--- src/rtl/unit_result_sink_if.sv ---
// Bundle between the arithmetic unit, its operand issuer and the downstream consumer.
// With UNIT_RESULT_SINK_STATS_EN defined, the bundle also carries stat_rx and stat_tx.
interface unit_result_sink_if #(
  parameter int WIDTH = 16,
  parameter int DEPTH = 8
);
  localparam int CW = $clog2(DEPTH + 1);

  logic                      issue_in;
  logic                      can_issue;
  logic                      res_valid;
  logic signed [2*WIDTH-1:0] res_data;
  logic                      m_valid;
  logic                      m_ready;
  logic signed [2*WIDTH-1:0] m_data;
  logic [CW-1:0]             fill;
  logic [CW-1:0]             inflight;
  logic                      overflow;
  logic                      err_issue;
  logic                      err_unexpected;
`ifdef UNIT_RESULT_SINK_STATS_EN
  logic [31:0]               stat_rx;
  logic [31:0]               stat_tx;

  modport master (
    output issue_in, res_valid, res_data, m_ready,
    input  can_issue, m_valid, m_data, fill, inflight,
    input  overflow, err_issue, err_unexpected, stat_rx, stat_tx
  );
  modport slave (
    input  issue_in, res_valid, res_data, m_ready,
    output can_issue, m_valid, m_data, fill, inflight,
    output overflow, err_issue, err_unexpected, stat_rx, stat_tx
  );
`else
  modport master (
    output issue_in, res_valid, res_data, m_ready,
    input  can_issue, m_valid, m_data, fill, inflight,
    input  overflow, err_issue, err_unexpected
  );
  modport slave (
    input  issue_in, res_valid, res_data, m_ready,
    output can_issue, m_valid, m_data, fill, inflight,
    output overflow, err_issue, err_unexpected
  );
`endif
endinterface

--- src/rtl/unit_result_sink.sv ---
// Result sink for the arithmetic unit: credit tracking, capture FIFO and a valid/ready output stream.
// Optional capture/pop counters are enabled by defining UNIT_RESULT_SINK_STATS_EN.
module unit_result_sink #(
  parameter int WIDTH    = 16,
  parameter int DEPTH    = 8,
  parameter int DATA_LAG = 1
) (
  input  logic              clk,
  input  logic              rst,
  unit_result_sink_if.slave sink
);
  localparam int DW = 2 * WIDTH;
  localparam int AW = $clog2(DEPTH);
  localparam int CW = $clog2(DEPTH + 1);
  localparam int SW = CW + 1;
  localparam logic [CW-1:0] DEPTH_C = CW'(DEPTH);

  logic [AW-1:0]        rd_ptr_q, rd_ptr_d;
  logic [AW-1:0]        wr_ptr_q, wr_ptr_d;
  logic [CW-1:0]        fill_q, fill_d;
  logic [CW-1:0]        inflight_q, inflight_d;
  logic                 wr_pend_q, wr_pend_d;
  logic                 overflow_q, overflow_d;
  logic                 err_issue_q, err_issue_d;
  logic                 err_unexpected_q, err_unexpected_d;
  logic signed [DW-1:0] mem_q [DEPTH];

  logic                 capture;
  logic                 pop;
  logic                 push_ok;
  logic                 full;
  logic                 can_issue;
  logic                 m_valid;
  logic [SW-1:0]        credit_sum;

  always_comb begin
    // Everything already committed to the FIFO counts against the credit budget.
    credit_sum = {1'b0, fill_q} + {1'b0, inflight_q} + SW'(wr_pend_q);
    can_issue  = credit_sum < {1'b0, DEPTH_C};

    capture   = (DATA_LAG == 0) ? sink.res_valid : wr_pend_q;
    wr_pend_d = (DATA_LAG == 0) ? 1'b0 : sink.res_valid;
    m_valid   = (fill_q != '0);
    full      = (fill_q == DEPTH_C);
    pop       = m_valid && sink.m_ready;
    // A pop in the same cycle frees the slot the capture needs.
    push_ok   = capture && (!full || pop);

    rd_ptr_d = pop     ? rd_ptr_q + AW'(1) : rd_ptr_q;
    wr_ptr_d = push_ok ? wr_ptr_q + AW'(1) : wr_ptr_q;
    fill_d   = fill_q + CW'(push_ok) - CW'(pop);

    inflight_d = inflight_q;
    if (sink.issue_in && !sink.res_valid && inflight_q != DEPTH_C)
      inflight_d = inflight_q + CW'(1);
    else if (!sink.issue_in && sink.res_valid && inflight_q != '0)
      inflight_d = inflight_q - CW'(1);

    overflow_d       = overflow_q | (capture && !push_ok);
    err_issue_d      = err_issue_q | (sink.issue_in && !can_issue);
    err_unexpected_d = err_unexpected_q |
                       (sink.res_valid && !sink.issue_in && inflight_q == '0);
  end

  always_ff @(posedge clk) begin
    if (rst) begin
      rd_ptr_q         <= '0;
      wr_ptr_q         <= '0;
      fill_q           <= '0;
      inflight_q       <= '0;
      wr_pend_q        <= 1'b0;
      overflow_q       <= 1'b0;
      err_issue_q      <= 1'b0;
      err_unexpected_q <= 1'b0;
    end else begin
      rd_ptr_q         <= rd_ptr_d;
      wr_ptr_q         <= wr_ptr_d;
      fill_q           <= fill_d;
      inflight_q       <= inflight_d;
      wr_pend_q        <= wr_pend_d;
      overflow_q       <= overflow_d;
      err_issue_q      <= err_issue_d;
      err_unexpected_q <= err_unexpected_d;
    end
  end

  // Storage carries no reset; fill==0 already masks stale entries.
  always_ff @(posedge clk) begin
    if (push_ok)
      mem_q[wr_ptr_q] <= sink.res_data;
  end

`ifdef UNIT_RESULT_SINK_STATS_EN
  logic [31:0] stat_rx_q, stat_rx_d;
  logic [31:0] stat_tx_q, stat_tx_d;

  always_comb begin
    stat_rx_d = stat_rx_q + 32'(capture);
    stat_tx_d = stat_tx_q + 32'(pop);
  end

  always_ff @(posedge clk) begin
    if (rst) begin
      stat_rx_q <= '0;
      stat_tx_q <= '0;
    end else begin
      stat_rx_q <= stat_rx_d;
      stat_tx_q <= stat_tx_d;
    end
  end

  assign sink.stat_rx = stat_rx_q;
  assign sink.stat_tx = stat_tx_q;
`endif

  assign sink.can_issue      = can_issue;
  assign sink.m_valid        = m_valid;
  assign sink.m_data         = m_valid ? mem_q[rd_ptr_q] : '0;
  assign sink.fill           = fill_q;
  assign sink.inflight       = inflight_q;
  assign sink.overflow       = overflow_q;
  assign sink.err_issue      = err_issue_q;
  assign sink.err_unexpected = err_unexpected_q;
endmodule
--- src/flat_wrapper.sv ---
// flat-port wrapper written by rule: the top's interface ports become plain ports
module unit_result_sink_flat 
#(
  parameter int WIDTH    = 16,
  parameter int DEPTH    = 8,
  parameter int DATA_LAG = 1
)
  (clk, rst, sink_issue_in, sink_res_valid, sink_res_data, sink_m_ready, sink_can_issue, sink_m_valid, sink_m_data, sink_fill, sink_inflight, sink_overflow, sink_err_issue, sink_err_unexpected);
  unit_result_sink_if #(.WIDTH(WIDTH), .DEPTH(DEPTH)) sink_i ();
  input  logic clk;
  input  logic rst;
  input wire logic [$bits(sink_i.issue_in)-1:0] sink_issue_in;
  input wire logic [$bits(sink_i.res_valid)-1:0] sink_res_valid;
  input wire logic [$bits(sink_i.res_data)-1:0] sink_res_data;
  input wire logic [$bits(sink_i.m_ready)-1:0] sink_m_ready;
  output wire logic [$bits(sink_i.can_issue)-1:0] sink_can_issue;
  output wire logic [$bits(sink_i.m_valid)-1:0] sink_m_valid;
  output wire logic [$bits(sink_i.m_data)-1:0] sink_m_data;
  output wire logic [$bits(sink_i.fill)-1:0] sink_fill;
  output wire logic [$bits(sink_i.inflight)-1:0] sink_inflight;
  output wire logic [$bits(sink_i.overflow)-1:0] sink_overflow;
  output wire logic [$bits(sink_i.err_issue)-1:0] sink_err_issue;
  output wire logic [$bits(sink_i.err_unexpected)-1:0] sink_err_unexpected;
  assign sink_i.issue_in = sink_issue_in;
  assign sink_i.res_valid = sink_res_valid;
  assign sink_i.res_data = sink_res_data;
  assign sink_i.m_ready = sink_m_ready;
  assign sink_can_issue = sink_i.can_issue;
  assign sink_m_valid = sink_i.m_valid;
  assign sink_m_data = sink_i.m_data;
  assign sink_fill = sink_i.fill;
  assign sink_inflight = sink_i.inflight;
  assign sink_overflow = sink_i.overflow;
  assign sink_err_issue = sink_i.err_issue;
  assign sink_err_unexpected = sink_i.err_unexpected;
  unit_result_sink #(.WIDTH(WIDTH), .DEPTH(DEPTH), .DATA_LAG(DATA_LAG)) u_core (.clk(clk), .rst(rst), .sink(sink_i));
endmodule
--- config.mk ---
export PLATFORM = sky130hd
export DESIGN_NAME = unit_result_sink_flat
export DESIGN_NICKNAME = d
export VERILOG_FILES = /design/src/rtl/unit_result_sink_if.sv /design/src/rtl/unit_result_sink.sv /design/src/flat_wrapper.sv
export SDC_FILE = /design/constraint.sdc
export NUM_CORES = 1
export LEC_CHECK = 0
export BUFFER_PORTS_ARGS = -buffer_cell sky130_fd_sc_hd__clkbuf_2
export CAP_MARGIN = 10
export CORE_ASPECT_RATIO = 1.2
export CORE_UTILIZATION = 55
export DETAILED_ROUTE_END_ITERATION = 10
export PLACE_DENSITY = 0.74
export SYNTH_ARGS = -nofsm -noshare
export SYNTH_HDL_FRONTEND = slang
export SYNTH_SLANG_ARGS = --single-unit
--- constraint.sdc ---
create_clock -name clk -period 4.65 [get_ports clk]
set_clock_uncertainty 0.2 [all_clocks]
set_input_delay 0.2325 -clock clk [delete_from_list [all_inputs] [get_ports clk]]
set_output_delay 0.2325 -clock clk [all_outputs]
set_load 0.005 [all_outputs]
==> results_dict.tcl, run 1 <==
set metrics [dict create \
    grt_antenna_before_repair 0 \
    core_area_sq_mm 0.0195 \
    rsz0062_at_grt "false" \
    dpl.hpwl_microns 11300 \
    post_cts_resized 0 \
    critPathArrivalTime_ns 2.69 \
    cts_tree "built" \
    cts_max_level 1 \
    max_slew_margin 0.239 \
    synth_edf_count 256 \
    cp_cell_sequence "buf_4, mux4_2, mux2i_1, nor2_1, clkbuf_2" \
    cts-root-buf "clkbuf_16" \
    fp.dieW_microns 131 \
    grt_pass1_vias 5633 \
    num_antenna_cells 0 \
    drt-pass1-iter-count 4 \
    initial_core_util 0.560 \
    syn_area_sq_mm 0.0109 \
    synth_top_area_cell "edfxtp_1" \
    routedWlPerCell_microns 20.5 \
    overflow 0 \
    clk_latency_ns 0.51 \
    cts_buffers 25 \
    layout.nets 712 \
    die_area_sq_mm 0.0204 \
    synth_cell_types 37 \
    min_period_ns 3.12 \
    cts_sinks 277 \
    worstMarginPinSlew_ns 1.14 \
    areaGrowthSynthToFinish_pct 17.7 \
    route.final.wire_length_microns 19300 \
    max_stage_delay_ns 0.78 \
    yosys_warnings 0 \
    status "finished, final reports clean" \
    cp-start-kind "flip-flop" \
    async_flop_share 0 \
    grt_max_degree 35 \
    seq_area_frac_synth 0.744 \
    clk_pin_slew_ns 0.07 \
    vias 5288 \
    grt_pass1_wl_microns 30300 \
    synthTopCellsByArea "edfxtp_1, mux4_2, dfxtp_1" \
    netlist_instances 529 \
    hold_class "flip-flop to flip-flop" \
    clockBufferDepth 3 \
    synth.avg_cell_area_sq_um 20.6 \
    fp-row-count 56 \
    vias_per_cell 5.64 \
    setup_tns_ns 0 \
    end_kind "output port" \
    maxCapViolCount 0 \
    max_freq_mhz 321 \
    drive_gt1_frac 0.307 \
    post_cts_buffers 0 \
    hold_violations 0 \
    power.leakage_uw 0.00428 \
    pin_count 82 \
    ant_nets 0 \
    die_h_microns 156 \
    first_iter_violations 414 \
    setup_viol 0 \
    synth-main-ff-cell "edfxtp_1" \
    period_share 0.671 \
    p_per_area_mw_per_mm2 513 \
    slew_violations 0 \
    synth_seq_cells 277 \
    syn-num-nets 582 \
    fin_hold_ws_ns 0.290 \
    synth.top_cell.area_share 0.705 \
    port_buffers 81 \
    place.gp.congestion 0.752 \
    critical-path-slowest-cell "dfxtp_4" \
    grt.total_usage 0.200 \
    vdd_drop_max_mv 0.311 \
    worstPathRequired_ns 4.22 \
    critPathMaxFanout 34 \
    place_inst 855 \
    drc 0 \
    fin_cells 938 \
    critPathKind "flip-flop to output port" \
]
## layout by cell type, fill, tap and decap left out, types with 7 or more instances in the layout
| cell | instances |
|---|---|
| edfxtp_1 | 256 |
| clkbuf_2 | 81 |
| mux4_2 | 64 |
| nor2_1 | 50 |
| dlygate4sd3_1 | 38 |
| mux2i_1 | 35 |
| clkbuf_16 | 29 |
| dfxtp_1 | 18 |
| ha_1 | 14 |
| buf_4 | 9 |
| inv_1 | 7 |
| nand2b_1 | 7 |
## sequential cells by signal (all words and copies together), names as in the netlist, named ones only
name and count:
u_core.rd_ptr_q 3, u_core.mem_q 256, u_core.wr_ptr_q 3, u_core.capture 1
u_core.sink.err_issue 1, u_core.sink.inflight 4, u_core.sink.overflow 1, u_core.sink.err_unexpected 1
u_core.sink.fill 4
## per-stage QoR
step	power, uW	util	area, sq um	setup slack [ns]
4_1_cts	6650	0.659	12800	1.44
3_5_place_dp	4480	0.594	11600	1.70
6_report	6580	0.659	12800	1.53
5_1_grt	6880	0.659	12800	1.28
2_1_floorplan	4060	-	10900	0.634
3_3_place_gp	4450	0.594	11600	1.81
## final cells by class
class / count / area [sq um]
fillers: 1329 / 6640
flip-flops and latches: 277 / 8110
inverters: 8 / 30.0
multi-input cells: 219 / 2620
repair buffers: 128 / 853
clock buffers: 30 / 729
clock inverters: 15 / 160
well taps: 261 / 327
## report_power, final
part           internal, uW  total, uW  switching [uW]
clock network          1290       2150             863
registers              2810       2970             158
logic                   776       1460             682
## final timing paths
check	from	end	slack, ns	cells after the start
hold reg to reg	u_core.sink.err_unexpected	u_core.sink.err_unexpected	0.29	2
hold / removal	u_core.sink.err_unexpected	u_core.sink.err_unexpected	0.29	2
setup reg to reg	u_core.sink.fill[2]	u_core.mem_q[2][4]	1.68	6
setup / recovery	flip-flop	sink_m_data[29]	1.53	5
## repair_timing
item / in CTS / in global routing
endpoints found under the setup margin: 0 / 0
hold buffers: 38 / 0
endpoints found under the hold margin: 275 / 0
## synthesized netlist by cell type, drive strengths merged (2+ instances only)
| master | number |
|---|---|
| a21o | 5 |
| a21oi | 5 |
| buf | 19 |
| clkbuf | 6 |
| dfxtp | 21 |
| edfxtp | 256 |
| fa | 2 |
| ha | 14 |
| inv | 8 |
| mux2i | 35 |
| mux4 | 65 |
| nand2 | 2 |
| nand2b | 7 |
| nor2 | 56 |
| nor2b | 4 |
| nor3 | 5 |
| xnor2 | 5 |
| xor2 | 3 |
## critical path: cells and delay by family, from the launching register on
family | cells | cell delay, ns
simple gates | 1 | 0.06
mux | 2 | 0.76
flops | 1 | 0.78
buf+inv | 2 | 0.54
## cell families (layout without fill, tap and decap cells)
kind of cell / Yosys count / count (layout) / synth area share
compound gates: 16 / 16 / 0.0103
mux: 100 / 100 / 0.167
fa+ha+maj: 16 / 16 / 0.0197
xor+xnor: 8 / 8 / 0.00643
simple gates: 79 / 79 / 0.0321
buf+inv: 33 / 181 / 0.0210
flops: 277 / 277 / 0.744
## routing by layer
metal,vias up,wire (microns),GRT usage
li1,2379,-,-
met1,2732,7870,0.260
met2,147,10300,0.352
met3,30,784,0.0274
met4,0,330,0.0580
met5,-,0,0
Note: power is estimated with default switching activity, not from simulation.
==> inputs of run 2 (changes only) <==
--- a/config.mk
+++ b/config.mk
@@ -8,9 +8,9 @@
 export BUFFER_PORTS_ARGS = -buffer_cell sky130_fd_sc_hd__clkbuf_2
 export CAP_MARGIN = 10
 export CORE_ASPECT_RATIO = 1.2
-export CORE_UTILIZATION = 55
+export CORE_UTILIZATION = 54
 export DETAILED_ROUTE_END_ITERATION = 10
-export PLACE_DENSITY = 0.74
+export PLACE_DENSITY = 0.76
 export SYNTH_ARGS = -nofsm -noshare
 export SYNTH_HDL_FRONTEND = slang
 export SYNTH_SLANG_ARGS = --single-unit
==> constraint.sdc (replaced) <==
create_clock -name clk -period 2.8 [get_ports clk]
set_clock_uncertainty 0.2 [all_clocks]
set_input_delay 0.14 -clock clk [delete_from_list [all_inputs] [get_ports clk]]
set_output_delay 0.14 -clock clk [all_outputs]
set_load 0.005 [all_outputs]
==> run 2 against run 1 <==
Sequential share of layout area is 0.69 points lower. Global-route usage is 0.24 points higher. Clock-buffer cell count is 1 lower. Combinational power is 82% higher. First-iteration DRC count is 21% lower. Via count is 2.6% higher. Core utilization hardly changed. Final cell count is 1.7% higher. Clock power is 59% higher. Hold slack worse by 0.045 ns. Highest routed layer unchanged.
==> results_dict.tcl, run 2 (synthesized netlist as in run 1, its figures left out) <==
set metrics [dict create \
    rsz0062_at_grt "false" \
    fp-row-count 56 \
    regToRegSetupSlack_ns 0.16 \
    critPathArrivalTime_ns 2.83 \
    p_per_area_mw_per_mm2 841 \
    p_comb_frac 0.243 \
    drt-pass1-iter-count 4 \
    setup_viol 0 \
    fillers 1311 \
    post_cts_buffers 0 \
    cp_top_family "adder cells" \
    fin_cells 954 \
    cp_cell_sequence "inv_1, ha_1, and3_2, inv_2, and2_4, ha_1, inv_1, ha_1, inv_1, fa_1, xor2_1, nor2_1" \
    critPathMaxFanout 3 \
    rr_startpoint "u_core.sink.fill[2]" \
    critPathKind "flip-flop to flip-flop" \
    r2r_end "u_core.sink.fill[2]" \
    vias_per_cell 5.69 \
    pre_cts_ws_ns 0.124 \
    largest-register "u_core.mem_q" \
    switchingPower_uw 2930 \
    cts-root-buf "clkbuf_16" \
    clk_latency_ns 0.51 \
    max_stage_delay_ns 0.41 \
    clk_pin_slew_ns 0.06 \
    first_iter_violations 328 \
    critical_path_buf_inv_count 4 \
    areaGrowthSynthToFinish_pct 19.0 \
    worstPathRequired_ns 2.99 \
    power_uw 10900 \
    min_to "u_core.mem_q[6][14]" \
    grt_pass1_vias 5664 \
    worstMarginPinSlew_ns 0.679 \
    max_freq_mhz 379 \
    vdd_drop_max_mv 0.496 \
    period_share 0.943 \
    seqCellArea_sq_mm 0.00811 \
    overflow 0 \
    cts_buffers 26 \
    grt_pass1_wl_microns 31300 \
    fp.dieW_microns 132 \
    die_h_microns 158 \
    cts_sinks 277 \
    seqPwrFrac 0.443 \
    setup_tns_ns 0 \
    layout_setup_ws_ns 0.160 \
    min_from "sink_res_data[14]" \
    max_slew_margin 0.547 \
    largest_register_ffs 256 \
    p_sw_frac 0.268 \
    worst-r2r-cell-count 12 \
    maxCapViolCount 0 \
    initial_core_util 0.554 \
    status "finished, final reports clean" \
    pin_count 82 \
    place.gp.congestion 0.739 \
    mostFrequentLayoutCells "edfxtp_1, clkbuf_2, mux4_2" \
    stdcell_area_sq_mm 0.0130 \
    power.leakage_uw 0.00435 \
    vias 5424 \
    core_area_sq_mm 0.0197 \
    route.final.wire_length_microns 20600 \
    cp-start-kind "flip-flop" \
    hold_class "input pin to flip-flop" \
    p_clk_frac 0.314 \
    end_kind "flip-flop" \
    final_common_cell "edfxtp_1" \
    grt_antenna_before_repair 0 \
    slew_violations 0 \
    hold_violations 0 \
    drive_gt1_frac 0.325 \
    drc 0 \
    place_area_sq_mm 0.0117 \
    p_int_uw 7990 \
    critical-path-slowest-cell "fa_1" \
    layout.nets 727 \
    dpl.hpwl_microns 12100 \
    die_area_sq_mm 0.0208 \
    num_antenna_cells 0 \
    place_inst 868 \
    port_buffers 81 \
    ant_nets 0 \
    grt.total_usage 0.203 \
    clockBufferDepth 3 \
    min_period_ns 2.64 \
    routedWlPerCell_microns 21.5 \
    cts_max_level 1 \
    min_path_cells 2 \
    multiInputGateArea_sq_mm 0.00264 \
    grt_max_degree 33 \
    cts_tree "built" \
]
## run 2: worst reg2reg max path, cell delays in order (launching register included)
cell and delay, ns:
dfxtp_1 0.37, inv_1 0.10, ha_1 0.22, and3_2 0.23, inv_2 0.07, and2_4 0.16
ha_1 0.22, inv_1 0.07, ha_1 0.18, inv_1 0.07, fa_1 0.41, xor2_1 0.17
nor2_1 0.06
## run 2: per-stage QoR
stage	util	hold WS, ns
final	0.659	0.245
after global routing	0.659	0.250
after CTS	0.659	0.228
after detailed placement	0.596	0.226
after global placement	0.596	0.207
after floorplan	-	0.0389
## run 2: repair_timing
action | 4_1_cts | 5_1_grt
hold endpoints to repair | 277 | 0
setup endpoints to repair | 0 | 3
gates resized for setup | 0 | 2
hold buffers | 39 | 0
## run 2: cell type report
type | instances | share of cell area
flip-flops and latches | 277 | 0.625
multi-input cells | 219 | 0.203
repair buffers | 142 | 0.0789
clock buffers | 29 | 0.0526
well taps | 261 | 0.0252
clock inverters | 18 | 0.0124
inverters | 8 | 0.00231
## run 2: how the worst max path moves through the flow
stage | from | end | slack (ns) | depth (start not counted)
after floorplan | u_core.sink.fill[2] | u_core.mem_q[4][0] | -0.36 | 6
after global placement | u_core.sink.fill[2] | u_core.sink.fill[2] | 0.28 | 12
after detailed placement | u_core.sink.fill[2] | u_core.sink.fill[2] | 0.12 | 12
after CTS | u_core.sink.inflight[0] | sink_can_issue | 0.07 | 5
after global routing | u_core.sink.fill[2] | u_core.sink.fill[2] | 0.006 | 12
final | u_core.sink.fill[2] | u_core.sink.fill[2] | 0.16 | 12
## run 2: per-layer routing
metal	share of wire	track usage	up-vias
met5	0	0	-
met3	0.052	0.0314	32
met4	0.018	0.0615	0
met1	0.39	0.247	2811
li1	-	-	2421
met2	0.54	0.374	160
## run 2: power by group through the flow
stage                     clock network (uW)  registers, uW  logic, uW
after floorplan                            0           4840       1890
after global placement                     0           4910       2570
after detailed placement                   0           4930       2650
after CTS                               3500           4840       2710
after global routing                    3650           4860       2920
final                                   3420           4840       2660
